==> src/rtl/instruction_fetch_pkg.sv <==
// ----------------------------------------------------------------------------
// instruction_fetch_pkg
// Shared definitions for the instruction fetch stage: the fetch FSM state
// encoding and the instruction / memory byte widths.
// ----------------------------------------------------------------------------
package instruction_fetch_pkg;

  localparam int INST_W      = 16;
  localparam int INST_BYTE_W = 8;

  typedef enum logic [2:0] {
    S_IDLE    = 3'd0,
    S_LO_REQ  = 3'd1,
    S_LO_WAIT = 3'd2,
    S_HI_REQ  = 3'd3,
    S_HI_WAIT = 3'd4,
    S_VALID   = 3'd5,
    S_DRAIN   = 3'd6,
    S_FAULT   = 3'd7
  } fetch_state_e;

endpackage

==> src/rtl/instruction_fetch.sv <==
// ----------------------------------------------------------------------------
// instruction_fetch
// Fetches 16-bit instructions as two little-endian byte reads from a
// byte-wide, variable-latency instruction memory, starting at pc. The word is
// offered to the decoder with a valid/ready handshake; pc_advance pulses in
// the handshake cycle. flush aborts the fetch in progress and discards any
// memory response still owed.
//
// Optional feature (macro IFETCH_MISALIGN_CHECK_EN): an odd pc raises
// fetch_fault instead of issuing a request, held until flush. Without the
// macro odd addresses are fetched as given and fetch_fault is tied low.
//
// Ports
//   clk, rst_n          clock, asynchronous active-low reset
//   pc                  current program counter, used in S_LO_REQ
//   flush               abort current fetch, refetch from pc
//   mem_req/mem_addr    one-cycle read strobe and byte address
//   mem_rdata/rvalid    read byte and its valid strobe (one per request)
//   instr/instr_valid   assembled instruction {byte@addr+1, byte@addr}
//   instr_ready         decoder accepts instr
//   pc_advance          pulse in the handshake cycle
//   fetch_fault         misaligned-fetch fault
// ----------------------------------------------------------------------------
module instruction_fetch
  import instruction_fetch_pkg::*;
#(
  parameter int I_ADDR_W     = 12,
  parameter int INST_W_BYTES = 2
) (
  input  logic                   clk,
  input  logic                   rst_n,
  input  logic [I_ADDR_W-1:0]    pc,
  input  logic                   flush,
  output logic                   mem_req,
  output logic [I_ADDR_W-1:0]    mem_addr,
  input  logic [INST_BYTE_W-1:0] mem_rdata,
  input  logic                   mem_rvalid,
  output logic [INST_W-1:0]      instr,
  output logic                   instr_valid,
  input  logic                   instr_ready,
  output logic                   pc_advance,
  output logic                   fetch_fault
);

  localparam logic [I_ADDR_W-1:0] ADDR_ONE = {{(I_ADDR_W-1){1'b0}}, 1'b1};

  if (INST_W_BYTES != 2) begin : g_bad_inst_bytes
    $error("instruction_fetch supports only INST_W_BYTES == 2");
  end

  fetch_state_e             state_q, state_d;
  logic [I_ADDR_W-1:0]      fetch_addr_q, fetch_addr_d;
  logic [INST_BYTE_W-1:0]   lo_byte_q, lo_byte_d;
  logic [INST_W-1:0]        instr_q, instr_d;
  logic                     instr_valid_q;
  logic                     mem_req_q;
  logic                     misalign_s;
  logic                     lo_req_s;

`ifdef IFETCH_MISALIGN_CHECK_EN
  assign misalign_s = pc[0];
`else
  assign misalign_s = 1'b0;
`endif

  assign lo_req_s = (state_q == S_LO_REQ);

  // mem_req_q marks the request states; a misaligned pc suppresses the
  // low-byte strobe. The low address comes straight from pc so that a pc
  // updated at the handshake edge is the one fetched next.
  assign mem_req     = mem_req_q & ~(lo_req_s & misalign_s);
  assign mem_addr    = !mem_req ? {I_ADDR_W{1'b0}} :
                       lo_req_s ? pc : (fetch_addr_q + ADDR_ONE);
  assign instr       = instr_q;
  assign instr_valid = instr_valid_q;
  assign pc_advance  = instr_valid_q & instr_ready & ~flush;

  // Next-state and datapath capture; flush outranks every other event.
  always_comb begin
    state_d      = state_q;
    fetch_addr_d = fetch_addr_q;
    lo_byte_d    = lo_byte_q;
    instr_d      = instr_q;
    case (state_q)
      S_IDLE: begin
        state_d = S_LO_REQ;
      end
      S_LO_REQ: begin
        if (misalign_s) begin
          // No request went out, so nothing is owed to drain.
          if (flush) begin
            state_d = S_LO_REQ;
          end else begin
            state_d = S_FAULT;
          end
        end else begin
          fetch_addr_d = pc;
          if (flush) begin
            state_d = S_DRAIN;
          end else begin
            state_d = S_LO_WAIT;
          end
        end
      end
      S_LO_WAIT: begin
        if (mem_rvalid) begin
          if (flush) begin
            state_d = S_LO_REQ;
          end else begin
            lo_byte_d = mem_rdata;
            state_d   = S_HI_REQ;
          end
        end else if (flush) begin
          state_d = S_DRAIN;
        end else begin
          state_d = S_LO_WAIT;
        end
      end
      S_HI_REQ: begin
        if (flush) begin
          state_d = S_DRAIN;
        end else begin
          state_d = S_HI_WAIT;
        end
      end
      S_HI_WAIT: begin
        if (mem_rvalid) begin
          if (flush) begin
            state_d = S_LO_REQ;
          end else begin
            instr_d = {mem_rdata, lo_byte_q};
            state_d = S_VALID;
          end
        end else if (flush) begin
          state_d = S_DRAIN;
        end else begin
          state_d = S_HI_WAIT;
        end
      end
      S_VALID: begin
        // Both a flush and a completed handshake restart at the current pc.
        if (flush || instr_ready) begin
          state_d = S_LO_REQ;
        end else begin
          state_d = S_VALID;
        end
      end
      S_DRAIN: begin
        // Further flushes are absorbed; only the owed response moves us on.
        if (mem_rvalid) begin
          state_d = S_LO_REQ;
        end else begin
          state_d = S_DRAIN;
        end
      end
      S_FAULT: begin
        if (flush) begin
          state_d = S_LO_REQ;
        end else begin
          state_d = S_FAULT;
        end
      end
      default: begin
        state_d = S_IDLE;
      end
    endcase
  end

  // State, address and byte-assembly registers plus registered output flags.
  always_ff @(posedge clk or negedge rst_n) begin
    if (!rst_n) begin
      state_q       <= S_IDLE;
      fetch_addr_q  <= {I_ADDR_W{1'b0}};
      lo_byte_q     <= {INST_BYTE_W{1'b0}};
      instr_q       <= {INST_W{1'b0}};
      instr_valid_q <= 1'b0;
      mem_req_q     <= 1'b0;
    end else begin
      state_q       <= state_d;
      fetch_addr_q  <= fetch_addr_d;
      lo_byte_q     <= lo_byte_d;
      instr_q       <= instr_d;
      instr_valid_q <= (state_d == S_VALID);
      mem_req_q     <= (state_d == S_LO_REQ) || (state_d == S_HI_REQ);
    end
  end

`ifdef IFETCH_MISALIGN_CHECK_EN
  logic fetch_fault_q;

  // Fault flag follows residency in S_FAULT.
  always_ff @(posedge clk or negedge rst_n) begin
    if (!rst_n) begin
      fetch_fault_q <= 1'b0;
    end else begin
      fetch_fault_q <= (state_d == S_FAULT);
    end
  end

  assign fetch_fault = fetch_fault_q;
`else
  assign fetch_fault = 1'b0;
`endif

endmodule
==> config.mk <==
export PLATFORM = sky130hd
export DESIGN_NAME = instruction_fetch
export DESIGN_NICKNAME = d
export VERILOG_FILES = /design/src/rtl/instruction_fetch_pkg.sv /design/src/rtl/instruction_fetch.sv
export SDC_FILE = /design/constraint.sdc
export NUM_CORES = 1
export LEC_CHECK = 0
export BUFFER_PORTS_ARGS = -buffer_cell sky130_fd_sc_hd__buf_2
export CORE_AREA = 4 4 73 75
export CTS_BUF_LIST = sky130_fd_sc_hd__clkbuf_16
export DETAILED_ROUTE_END_ITERATION = 12
export DIE_AREA = 0 0 77 79
export MAX_ROUTING_LAYER = met4
export PLACE_DENSITY_LB_ADDON = 0.05
export SYNTH_ARGS = -nofsm -noshare
export SYNTH_HDL_FRONTEND = slang
export SYNTH_SLANG_ARGS = --single-unit
==> constraint.sdc <==
create_clock -name clk -period 2.4 [get_ports clk]
set_input_delay 0.12 -clock clk [delete_from_list [all_inputs] [get_ports clk]]
set_output_delay 0.12 -clock clk [all_outputs]
set_load 0.1 [all_outputs]
==> results.sh <==
export IMPL_cts_root_buf="clkbuf_16"
export IMPL_maxSlewViolCount=0
export IMPL_vias_per_cell=5.18
export IMPL_drive_above_1_share_pct=48.5
export IMPL_die_h_um=79
export IMPL_drv_cap=0
export IMPL_portBuffers=55
export IMPL_cts_buffer_depth=2
export IMPL_reg2reg_slack_ps=800
export IMPL_yosysSeqAreaShare_pct=49.8
export IMPL_ios=57
export IMPL_r2r_cells=3
export IMPL_dp_hpwl_mm=3.12
export IMPL_status="finished clean"
export IMPL_ant_nets=0
export IMPL_path_class="flop to primary output"
export IMPL_cts_setup_buffers=0
export IMPL_grt_pass1_vias=1564
export IMPL_worst_skew_pair_late_latency_ps=270
export IMPL_max_stage_delay_ps=460
export IMPL_tns_ps=0
export IMPL_final_cell_mix="buf_2, dfrtp_1, mux2_2"
export IMPL_h_tree_depth=2
export IMPL_rsz0062_at_grt="no"
export IMPL_period_minus_slack_ps=2210
export IMPL_place_congestion=0.827
export IMPL_r2r_end="fetch_addr_q[5]"
export IMPL_finalCritPeriodShare_pct=92.0
export IMPL_area_growth_pct=23.3
export IMPL_ctsResizeCount=0
export IMPL_rr_startpoint="state_q[2]"
export IMPL_hp_class="input pin to flop"
export IMPL_ys_warn_count=0
export IMPL_worstHoldStart="pc[1]"
export IMPL_crit_path_end_kind="primary output"
export IMPL_grt_start_max_net_pins=42
export IMPL_synth_distinct_cells=38
export IMPL_holdPathEnd="fetch_addr_q[1]"
export IMPL_antenna_found_initial=0
export IMPL_rows=25
export IMPL_critical_path_top_delay_family="simple AND/OR/NAND/NOR gates"
export IMPL_routed_wl_mm=4.26
export IMPL_cts_inserted_buffers=5
export IMPL_grt_pass1_wl_mm=7.13
export IMPL_synth_nets=200
export IMPL_ys_seq_elements=41
export IMPL_clock_sinks=41
export IMPL_critPathBufInv=1
export IMPL_path_clk_slew_ps=50
export IMPL_synth_top_area_cell="dfrtp_1"
export IMPL_synth_top_cell_area_share_pct=49.8
export IMPL_cp_cell_sequence="or2_2 > nor2_4 > nand2_1 > a21boi_2 > buf_2"
export IMPL_start_kind="flop"
export IMPL_fp_dieArea_um2=6080
export IMPL_route_vias_total=1475
export IMPL_max_freq_ghz=0.453
export IMPL_wl_per_cell_um=14.9
export IMPL_cp_max_fo=12
export IMPL_core_um2=4660
export IMPL_dieWidth_um=77
export IMPL_netlist_top_cells_area="dfrtp_1, mux2_2, mux2_4"
export IMPL_worstPathRequired_ps=2280
export IMPL_hold_depth=3
export IMPL_dpl_instance_area_um2=2390
export IMPL_avgSynthCellArea_um2=11.8
export IMPL_drtIter0Drc=87
export IMPL_syn_inst=174
export IMPL_netlist_area_um2=2060
export IMPL_cp_arrival_ps=2090
export IMPL_overflow=0
export IMPL_final_common_cell="buf_2"
export IMPL_worstMarginPinSlew_ps=883
export IMPL_slew_headroom_pct=41.2
export IMPL_worst_clock_skew_ps=2.82
export IMPL_tritoncts="done"
export IMPL_holdBufCountCts=1
export IMPL_drtPass1Iterations=4
export IMPL_design_area_um2=2540
export IMPL_setup_viol=0
export IMPL_drc=0
export IMPL_num_antenna_cells=0
export IMPL_finalHoldViolCount=0
export IMPL_crit_slowest_cell="dfrtp_1"
export IMPL_start_util_pct=44.2
export IMPL_final_nets=257
export IMPL_track_usage_pct=15.0
[how the worst max path moves through the flow]
stage | from | depth (start not counted) | to | slack (ps)
5_1_grt | state_q[2] | 5 | mem_addr[1] | 70
4_1_cts | state_q[2] | 5 | mem_addr[1] | 170
3_3_place_gp | state_q[2] | 5 | mem_addr[1] | 530
3_5_place_dp | state_q[2] | 5 | mem_addr[1] | 470
2_1_floorplan | mem_req | 3 | mem_addr[10] | 60
6_report | state_q[2] | 5 | mem_addr[1] | 190
[metal layers]
metal | routed length [um] | GRT usage (%)
met4 | 19 | 4.27
met5 | 0 | -
met2 | 2140 | 25.9
met1 | 1860 | 17.1
met3 | 245 | 4.54
[area by class of cell]
cell class	instances	area, um2
clock buffers	5	125
clock inverters	2	11.3
fillers	420	2120
inverters	2	7.51
multi-input cells	124	1010
flip-flops and latches	41	1030
well taps	54	67.6
repair buffers	57	293
[through the flow]
step	setup WS [ps]	hold WS [ps]	utilization, %	std cells
2_1_floorplan	60.1	-176	-	174
3_3_place_gp	530	286	51.4	277
3_5_place_dp	475	290	51.4	277
4_1_cts	172	81.5	54.5	285
5_1_grt	68.8	86.4	54.5	285
6_report	191	88.7	54.5	285
[worst register-to-register path, delay by kind of cell (launching register included)]
family,cells,cell delay (ps)
simple gates,2,650
flops,1,460
mux,1,380
[registers in the layout, indices dropped and copies added (netlist names)]
name and cells:
lo_byte_q 8, state_q 3, instr_valid 1, instr 16, fetch_addr_q 12, mem_req 1
[Yosys cell counts, drive strengths merged]
master	n
o21ai	9
o311ai	1
nor2b	4
or2	1
and2b	1
xnor2	4
buf	6
conb	1
and4	1
clkbuf	1
mux2	34
nand2b	1
and3	2
nand3	5
o22ai	1
xor2	6
o211a	3
a21o	1
nand2	20
nor3b	2
a211oi	1
nor2	7
a21boi	1
ha	1
inv	2
a21oi	9
and2	1
o311a	1
dfrtp	41
nand4	4
nor3	2
[cells by family after synthesis]
kind of cell,count (synthesis),synth area share (%)
flip-flops,41,49.8
other,1,0.182
buffers and inverters,9,2.85
multiplexers,34,20.4
AND/OR/NAND/NOR,51,13.4
XOR/XNOR,10,4.25
adder cells (fa/ha/maj),1,0.607
AO/OA/AOI/OAI,27,8.50
Power is left out: the tool's default activity adds up to more than one toggle a clock period on the data nets, which glitch-free logic cannot reach.
